--- src/rtl/vga_scan_driver.sv ---
// rtl/vga_scan_driver.sv - raster scan counters, sync/colour pipeline and per-frame register snapshot
module vga_scan_driver #(
  parameter int         H_VISIBLE = 800,
  parameter int         H_FRONT   = 56,
  parameter int         H_SYNC    = 120,
  parameter int         H_BACK    = 64,
  parameter int         V_VISIBLE = 600,
  parameter int         V_FRONT   = 37,
  parameter int         V_SYNC    = 6,
  parameter int         V_BACK    = 23,
  parameter bit         SYNC_POL  = 1'b1,
  parameter int         PIX_DIV   = 1,
  parameter logic [8:0] FG_COLOR  = 9'h1FF,
  parameter logic [8:0] BG_COLOR  = 9'h000
) (
  input  logic         clk,
  input  logic         rst,
  input  logic [175:0] registers_in,
  input  logic         hit,
  output logic [10:0]  x,
  output logic [10:0]  y,
  output logic [175:0] registers,
  output logic         hsync,
  output logic         vsync,
  output logic [2:0]   red,
  output logic [2:0]   green,
  output logic [2:0]   blue,
  output logic         frame_pulse
);

  localparam int H_TOTAL = H_VISIBLE + H_FRONT + H_SYNC + H_BACK;
  localparam int V_TOTAL = V_VISIBLE + V_FRONT + V_SYNC + V_BACK;
  localparam int DIV_W   = (PIX_DIV > 1) ? $clog2(PIX_DIV) : 1;

  localparam logic [10:0] X_LAST = 11'(H_TOTAL - 1);
  localparam logic [10:0] Y_LAST = 11'(V_TOTAL - 1);
  localparam logic [10:0] X_VIS  = 11'(H_VISIBLE);
  localparam logic [10:0] Y_VIS  = 11'(V_VISIBLE);
  localparam logic [10:0] Y_SNAP = 11'(V_VISIBLE - 1);
  localparam logic [10:0] HS_ON  = 11'(H_VISIBLE + H_FRONT);
  localparam logic [10:0] HS_OFF = 11'(H_VISIBLE + H_FRONT + H_SYNC);
  localparam logic [10:0] VS_ON  = 11'(V_VISIBLE + V_FRONT);
  localparam logic [10:0] VS_OFF = 11'(V_VISIBLE + V_FRONT + V_SYNC);
  localparam logic [DIV_W-1:0] DIV_LAST = DIV_W'(PIX_DIV - 1);

  logic [DIV_W-1:0] div;
  logic [8:0]       rgb;
  logic             tick;
  logic             visible;
  logic             in_hs;
  logic             in_vs;
  logic             snap;

  assign tick    = (div == DIV_LAST);
  assign visible = (x < X_VIS) && (y < Y_VIS);
  assign in_hs   = (x >= HS_ON) && (x < HS_OFF);
  assign in_vs   = (y >= VS_ON) && (y < VS_OFF);
  // Snapshot at the very end of the last visible line so renderers see one heap per frame.
  assign snap    = (x == X_LAST) && (y == Y_SNAP);

  assign {red, green, blue} = rgb;

  always_ff @(posedge clk) begin
    if (rst) begin
      div         <= '0;
      x           <= '0;
      y           <= '0;
      hsync       <= ~SYNC_POL;
      vsync       <= ~SYNC_POL;
      rgb         <= '0;
      registers   <= '0;
      frame_pulse <= 1'b0;
    end else begin
      frame_pulse <= 1'b0;
      if (tick) begin
        div <= '0;
        if (x == X_LAST) begin
          x <= '0;
          y <= (y == Y_LAST) ? 11'd0 : y + 11'd1;
        end else begin
          x <= x + 11'd1;
        end
        rgb   <= visible ? (hit ? FG_COLOR : BG_COLOR) : 9'h000;
        hsync <= in_hs ? SYNC_POL : ~SYNC_POL;
        vsync <= in_vs ? SYNC_POL : ~SYNC_POL;
        if (snap) begin
          registers   <= registers_in;
          frame_pulse <= 1'b1;
        end
      end else begin
        div <= div + DIV_W'(1);
      end
    end
  end

endmodule

--- config.mk ---
export PLATFORM = sky130hd
export DESIGN_NAME = vga_scan_driver
export DESIGN_NICKNAME = d
export VERILOG_FILES = /design/src/rtl/vga_scan_driver.sv
export SDC_FILE = /design/constraint.sdc
export NUM_CORES = 1
export LEC_CHECK = 0
export ABC_CLOCK_PERIOD_IN_PS = 1900
export CORE_MARGIN = 2
export CORE_UTILIZATION = 37
export CTS_CLUSTER_DIAMETER = 120
export DETAILED_ROUTE_END_ITERATION = 6
export PLACE_DENSITY = 0.88
export RECOVER_POWER = 25
export SYNTH_ARGS = -nofsm -noshare
export SYNTH_HDL_FRONTEND = slang
export SYNTH_SLANG_ARGS = --single-unit
--- constraint.sdc ---
create_clock -name clk -period 1.9 [get_ports clk]
set_clock_uncertainty 0.15 [all_clocks]
set_input_delay 0.285 -clock clk [delete_from_list [all_inputs] [get_ports clk]]
set_output_delay 0.285 -clock clk [all_outputs]
set_load 0.01 [all_outputs]
After elaboration in Yosys (flattened, before gate mapping):

Cells that the tools add are included.

* bitwise gates (word level): 1
* muxes and demuxes: 7
* add/sub/neg operators: 3
* div/mod/pow operators: 0
* magnitude comparators: 6
* reduce and logical (&&, ||, !) cells: 8
* shift-type cells: 0
* eq/ne operators: 3
* $mul: 0

Operator list (count)
* < comparator 11 x 10 -> 1 bit, second input constant: 4
* adder 11 x 1 -> 11 bit, second input constant: 2
* equality test 11 x 10 -> 1 bit, second input constant: 2
* greater-or-equal comparator 11 x 10 -> 1 bit, second input constant: 2
* 2-to-1 mux 11 bit: 2
* 2-to-1 mux 9 bit: 2
* equality test 11 bit, second input constant: 1
* logical AND 1 bit: 4
* AND reduction 2 bit: 2
* OR reduction 2 bit: 2
* 2-to-1 mux 1 bit: 3
* adder 1 bit, second input constant: 1
* NOT 1 bit: 1

* output and inout port bits: 210
* memory bits (writable): 0
* input port bits: 179
* bits in read-only memories: 0
* register bits: 211
* word-level logic and storage cells: 36
* latch bits: 0
* memories kept: 0

Depth between registers and ports, before layout:

* depth after elaboration: 3
* gate-level depth with buffers: 8
* mapped depth without buffers: 6

Least setup slack after synthesis:

OpenSTA, ideal clock, no wires.

* path type: register to register
* from: register x[1]
* to: register y[7]
* period minus slack after synthesis: 2.046 ns
* stages on the path, launching flop included: 7
* arrival time: 1.822 ns
* path slack: -0.146 ns
* data required time: 1.676 ns
* cell sequence: dfxtp_1 -> ha_1 -> and4bb_2 -> nand3_2 -> buf_6 -> or4b_1 -> a31oi_1

* longest elaborated chain between the ends: 2

Ends and longest elaborated chain
* from (decl): RTL line 20 `output logic [10:0] x,`
* from (signal assigned): RTL line 81 `x <= x + 11'd1;`
* equality test 11 bit: RTL line 77 `if (x == X_LAST) begin`
* AND reduction 2 bit (no source line)
* to (signal assigned): RTL line 79 `y <= (y == Y_LAST) ? 11'd0 : y + 11'd1;`
* to (decl): RTL line 21 `output logic [10:0] y,`

No other way between the ends.
A chain may end at the register's enable or synchronous reset.

Worst setup path after layout:

* from: register x[1]
* to: register registers[168]

* longest elaborated chain between the ends: 3

Ends and longest elaborated chain
* equality test 11 bit: RTL line 59 `assign snap = (x == X_LAST) && (y == Y_SNAP);`
* logical AND 1 bit: RTL line 59
* AND reduction 2 bit (no source line)
* to (signal assigned): RTL line 87 `registers <= registers_in;`
* to (decl): RTL line 22 `output logic [175:0] registers,`

No other way between the ends.

==> insert_results.sql <==
INSERT INTO impl_metrics (metric_group, metric, value, unit) VALUES
('routing', 'drt-wirelength-per-cell', '22.2', 'µm'),
('timing', 'slew_headroom', '63.3', '%'),
('power', 'power.density_cell_area', '626', 'nW/µm²'),
('die', 'fp-row-count', '54', ''),
('die', 'floorplan.initialDensity', '37.5', '%'),
('min_path', 'holdCritPathClass', 'input pin to flip-flop', ''),
('setup_path', 'cp-start-kind', 'flip-flop', ''),
('yosys', 'synthDistinctLibCells', '52', ''),
('run_status', 'status', 'finished, violations left', ''),
('final_layout', 'insertedDiodeCount', '0', ''),
('setup_path', 'crit_slowest_cell', 'dfxtp_2', ''),
('setup_path', 'timing.critical_path.required', '2.16', 'ns'),
('routing', 'detailedRoute.firstPassIterationCount', '5', ''),
('setup_path', 'cp_slowest_stage_delay', '0.35', 'ns'),
('global_route', 'antenna_found_initial', '0', ''),
('clock_network', 'tritoncts', 'built', ''),
('yosys', 'ys_ff_latch', '203', ''),
('place', 'place.detailed.hpwl', '20.1', 'mm'),
('die', 'placeableCoreArea', '21700', 'µm²'),
('final_layout', 'core_util_final', '68.9', '%'),
('clock_network', 'cts.reportedPaths.clkPinSlew', '0.07', 'ns'),
('timing', 'pin_slew_with_the_least_headroom_to_its_limit', '0.550', 'ns'),
('clock_network', 'cts_max_path_buffers', '3', ''),
('routing', 'initialDrtViolationCount', '735', ''),
('place', 'buffers_on_ports', '388', ''),
('final_layout', 'finalInstanceArea', '14900', 'µm²'),
('global_route', 'grt_pass1_wl', '49.9', 'mm'),
('yosys', 'synth.area.mux_share', '0', '%'),
('timing', 'grt_setup_unrepaired', 'yes', ''),
('place', 'gpl.final_weighted_congestion', '0.856', ''),
('yosys', 'postSynthCellCount', '982', ''),
('routing', 'postRouteWirelength', '37.7', 'mm'),
('setup_path', 'critical_path.top_delay_family', 'simple AND/OR/NAND/NOR gates', ''),
('final_layout', 'area_growth', '84.0', '%'),
('yosys', 'cell_area_synth', '8120', 'µm²'),
('yosys', 'synthArstFlopShare', '0', '%'),
('yosys', 'synth-compound-area-share', '24.9', '%'),
('timing', 'drv_slew', '0', ''),
('power', 'power.leakage', '5.05', 'nW'),
('routing', 'routed_via_density', '5.85', ''),
('yosys', 'area_share_of_xor_xnor_cells_in_the_synthesized_design', '0.862', '%'),
('global_route', 'groute.usage.overall', '26.0', '%'),
('die', 'die_height', '152', 'µm'),
('timing', 'fin_crit', '2.08', 'ns'),
('run_status', 'violations', 'negative setup slack', ''),
('yosys', 'ys_warn_count', '0', ''),
('timing', 'finalSetupViolCount', '114', ''),
('setup_path', 'worst-path-buf-inv', '3', ''),
('die', 'floorplan.die.width', '152', 'µm'),
('timing', 'postLayoutSetupSlackWorst', '-0.175', 'ns'),
('setup_path', 'crit_chain', 'ha_4 -> and4bb_2 -> and4_4 -> buf_6 -> buf_12 -> buf_8 -> nand3_1 -> a21oi_1', ''),
('final_layout', 'fraction_of_final_layout_cells_with_drive_strength_greater_than_1', '22.4', '%'),
('routing', 'detail-route-antenna-nets', '0', ''),
('yosys', 'synth_seq_area_share', '50.0', '%'),
('place', 'place_ws', '-0.130', 'ns'),
('yosys', 'post_synthesis_adder_cell_area_fraction', '0.616', '%'),
('global_route', 'grt.met3_usage', '5.43', '%'),
('setup_path', 'worst_ep_arrival_time', '2.33', 'ns'),
('die', 'io_pins', '389', ''),
('job', 'max_cap_viol_count', '0', ''),
('setup_path', 'r2r_slack', '-0.18', 'ns'),
('global_route', 'grt_max_degree', '98', ''),
('global_route', 'global_route.usage.met1', '29.5', '%'),
('yosys', 'syn-num-nets', '1165', ''),
('clock_network', 'clock_tree.root_cell', 'clkbuf_16', ''),
('power', 'power.ir.vdd_worst', '0.000597', 'V'),
('clock_network', 'worst_skew_pair.late_latency', '0.51', 'ns'),
('power', 'overall_power', '0.00936', 'W'),
('timing', 'hold_ws', '0.187', 'ns'),
('timing', 'max_clock_freq', '0.482', 'GHz'),
('global_route', 'global_route.overflow_total', '0', '');
## cell usage after synthesis (5+ instances only)
master / number / area (µm²)
nand2_1: 11 / 41.3
o21ai_0: 180 / 901
nor2b_1: 6 / 37.5
nand4_1: 6 / 37.5
nor2_1: 11 / 41.3
and3_1: 5 / 31.3
buf_2: 33 / 165
a21oi_1: 183 / 916
inv_1: 7 / 26.3
buf_4: 8 / 60.1
dfxtp_1: 203 / 4060
nand3_1: 185 / 926
clkbuf_1: 71 / 267
## per-layer routing
layer	wire, µm	up-vias	part of all wire (%)
met5	0	-	0
met4	2110	0	5.6
met3	2930	156	7.8
met2	18700	553	50
met1	13900	4820	37
li1	-	4390	-
## tightest hold or removal path, delay by kind of cell
| family | cells | cell delay, ns |
|---|---|---|
| AO/OA/AOI/OAI | 1 | 0.05 |
| buffers and inverters | 1 | 0.40 |
| AND/OR/NAND/NOR | 1 | 0.06 |
## report_power, final
part | internal (W) | switching (W) | leakage [nW]
combinational | 0.000391 | 0.000218 | 3.04
clock | 0.00264 | 0.00184 | 0.370
sequential | 0.00427 | 0.0000128 | 1.64
total | 0.00730 | 0.00207 | 5.05
## stage by stage
step / TNS, ns / cells
6_report: -3.55 / 1697
5_1_grt: -15.11 / 1697
4_1_cts: -1.71 / 1679
3_5_place_dp: -2.56 / 1609
3_3_place_gp: -0.164 / 1609
2_1_floorplan: -2.09 / 982
## cell families (layout without fill, tap and decap cells)
family	Yosys count	after routing
AOI/OAI and AO/OA	389	389
and+or+nand+nor	253	253
DFF	203	203
buffers and inverters	124	559
xor gates and xnor gates	8	8
adders and majority gates	4	4
other	1	1
## state kept, by name, indices dropped and copies added, names as in the netlist
name         count
vsync            1
rgb              1
frame_pulse      1
y               11
registers      176
div              1
x               11
hsync            1
## area by class of cell
cell class                      count  area (µm²)  share of cell area (%)
Clock buffer                       35         691                    4.62
Clock inverter                      6        65.1                   0.435
Inverter                            7        26.3                   0.176
Multi-Input combinational cell    655        4300                    28.8
Sequential cell                   203        4070                    27.3
Tap cell                          280         350                    2.34
Timing Repair Buffer              511        5440                    36.4
## final timing paths
check / start / endpoint / depth (start not counted)
setup / recovery: x[1]$_SDFFE_PP0N_ / registers[168]$_SDFFE_PP0P_ / 8
hold / removal: registers_in[22] / registers[22]$_SDFFE_PP0P_ / 3
hold reg to reg: vsync$_SDFFE_PP0N_ / vsync$_SDFFE_PP0N_ / 2
setup reg to reg: x[1]$_SDFFE_PP0N_ / registers[168]$_SDFFE_PP0P_ / 8
## cells in the final DEF, fill, tap and decap left out, drive strengths merged, types with 2 or more instances in the layout
master,Yosys,routed
clkdlybuf4s50,0,345
dfxtp,203,203
nand3,186,186
o21ai,184,184
a21oi,183,183
buf,45,109
clkbuf,72,52
dlygate4sd2,0,33
nand2,11,11
nor2,11,11
inv,7,8
nand4,6,6
nor2b,6,6
clkdlybuf4s25,0,6
and3,5,5
xnor2,4,4
xor2,4,4
a22o,4,4
and4,4,4
o31ai,4,4
nor3,4,4
ha,4,4
or3,3,3
clkinv,0,3
o21bai,2,2
a31o,2,2
nor4bb,2,2
a311o,2,2
a31oi,2,2
nor4b,2,2
and2,2,2
or4b,2,2
## what timing repair did
item	4_1_cts	5_1_grt
gates resized for setup	111	308
pin swaps	84	51
hold buffers	1	0
gates cloned	10	9
setup buffers	18	14
hold endpoints to repair	6	0
endpoints found under the setup margin	203	190
(Power assumes the default switching activity.)
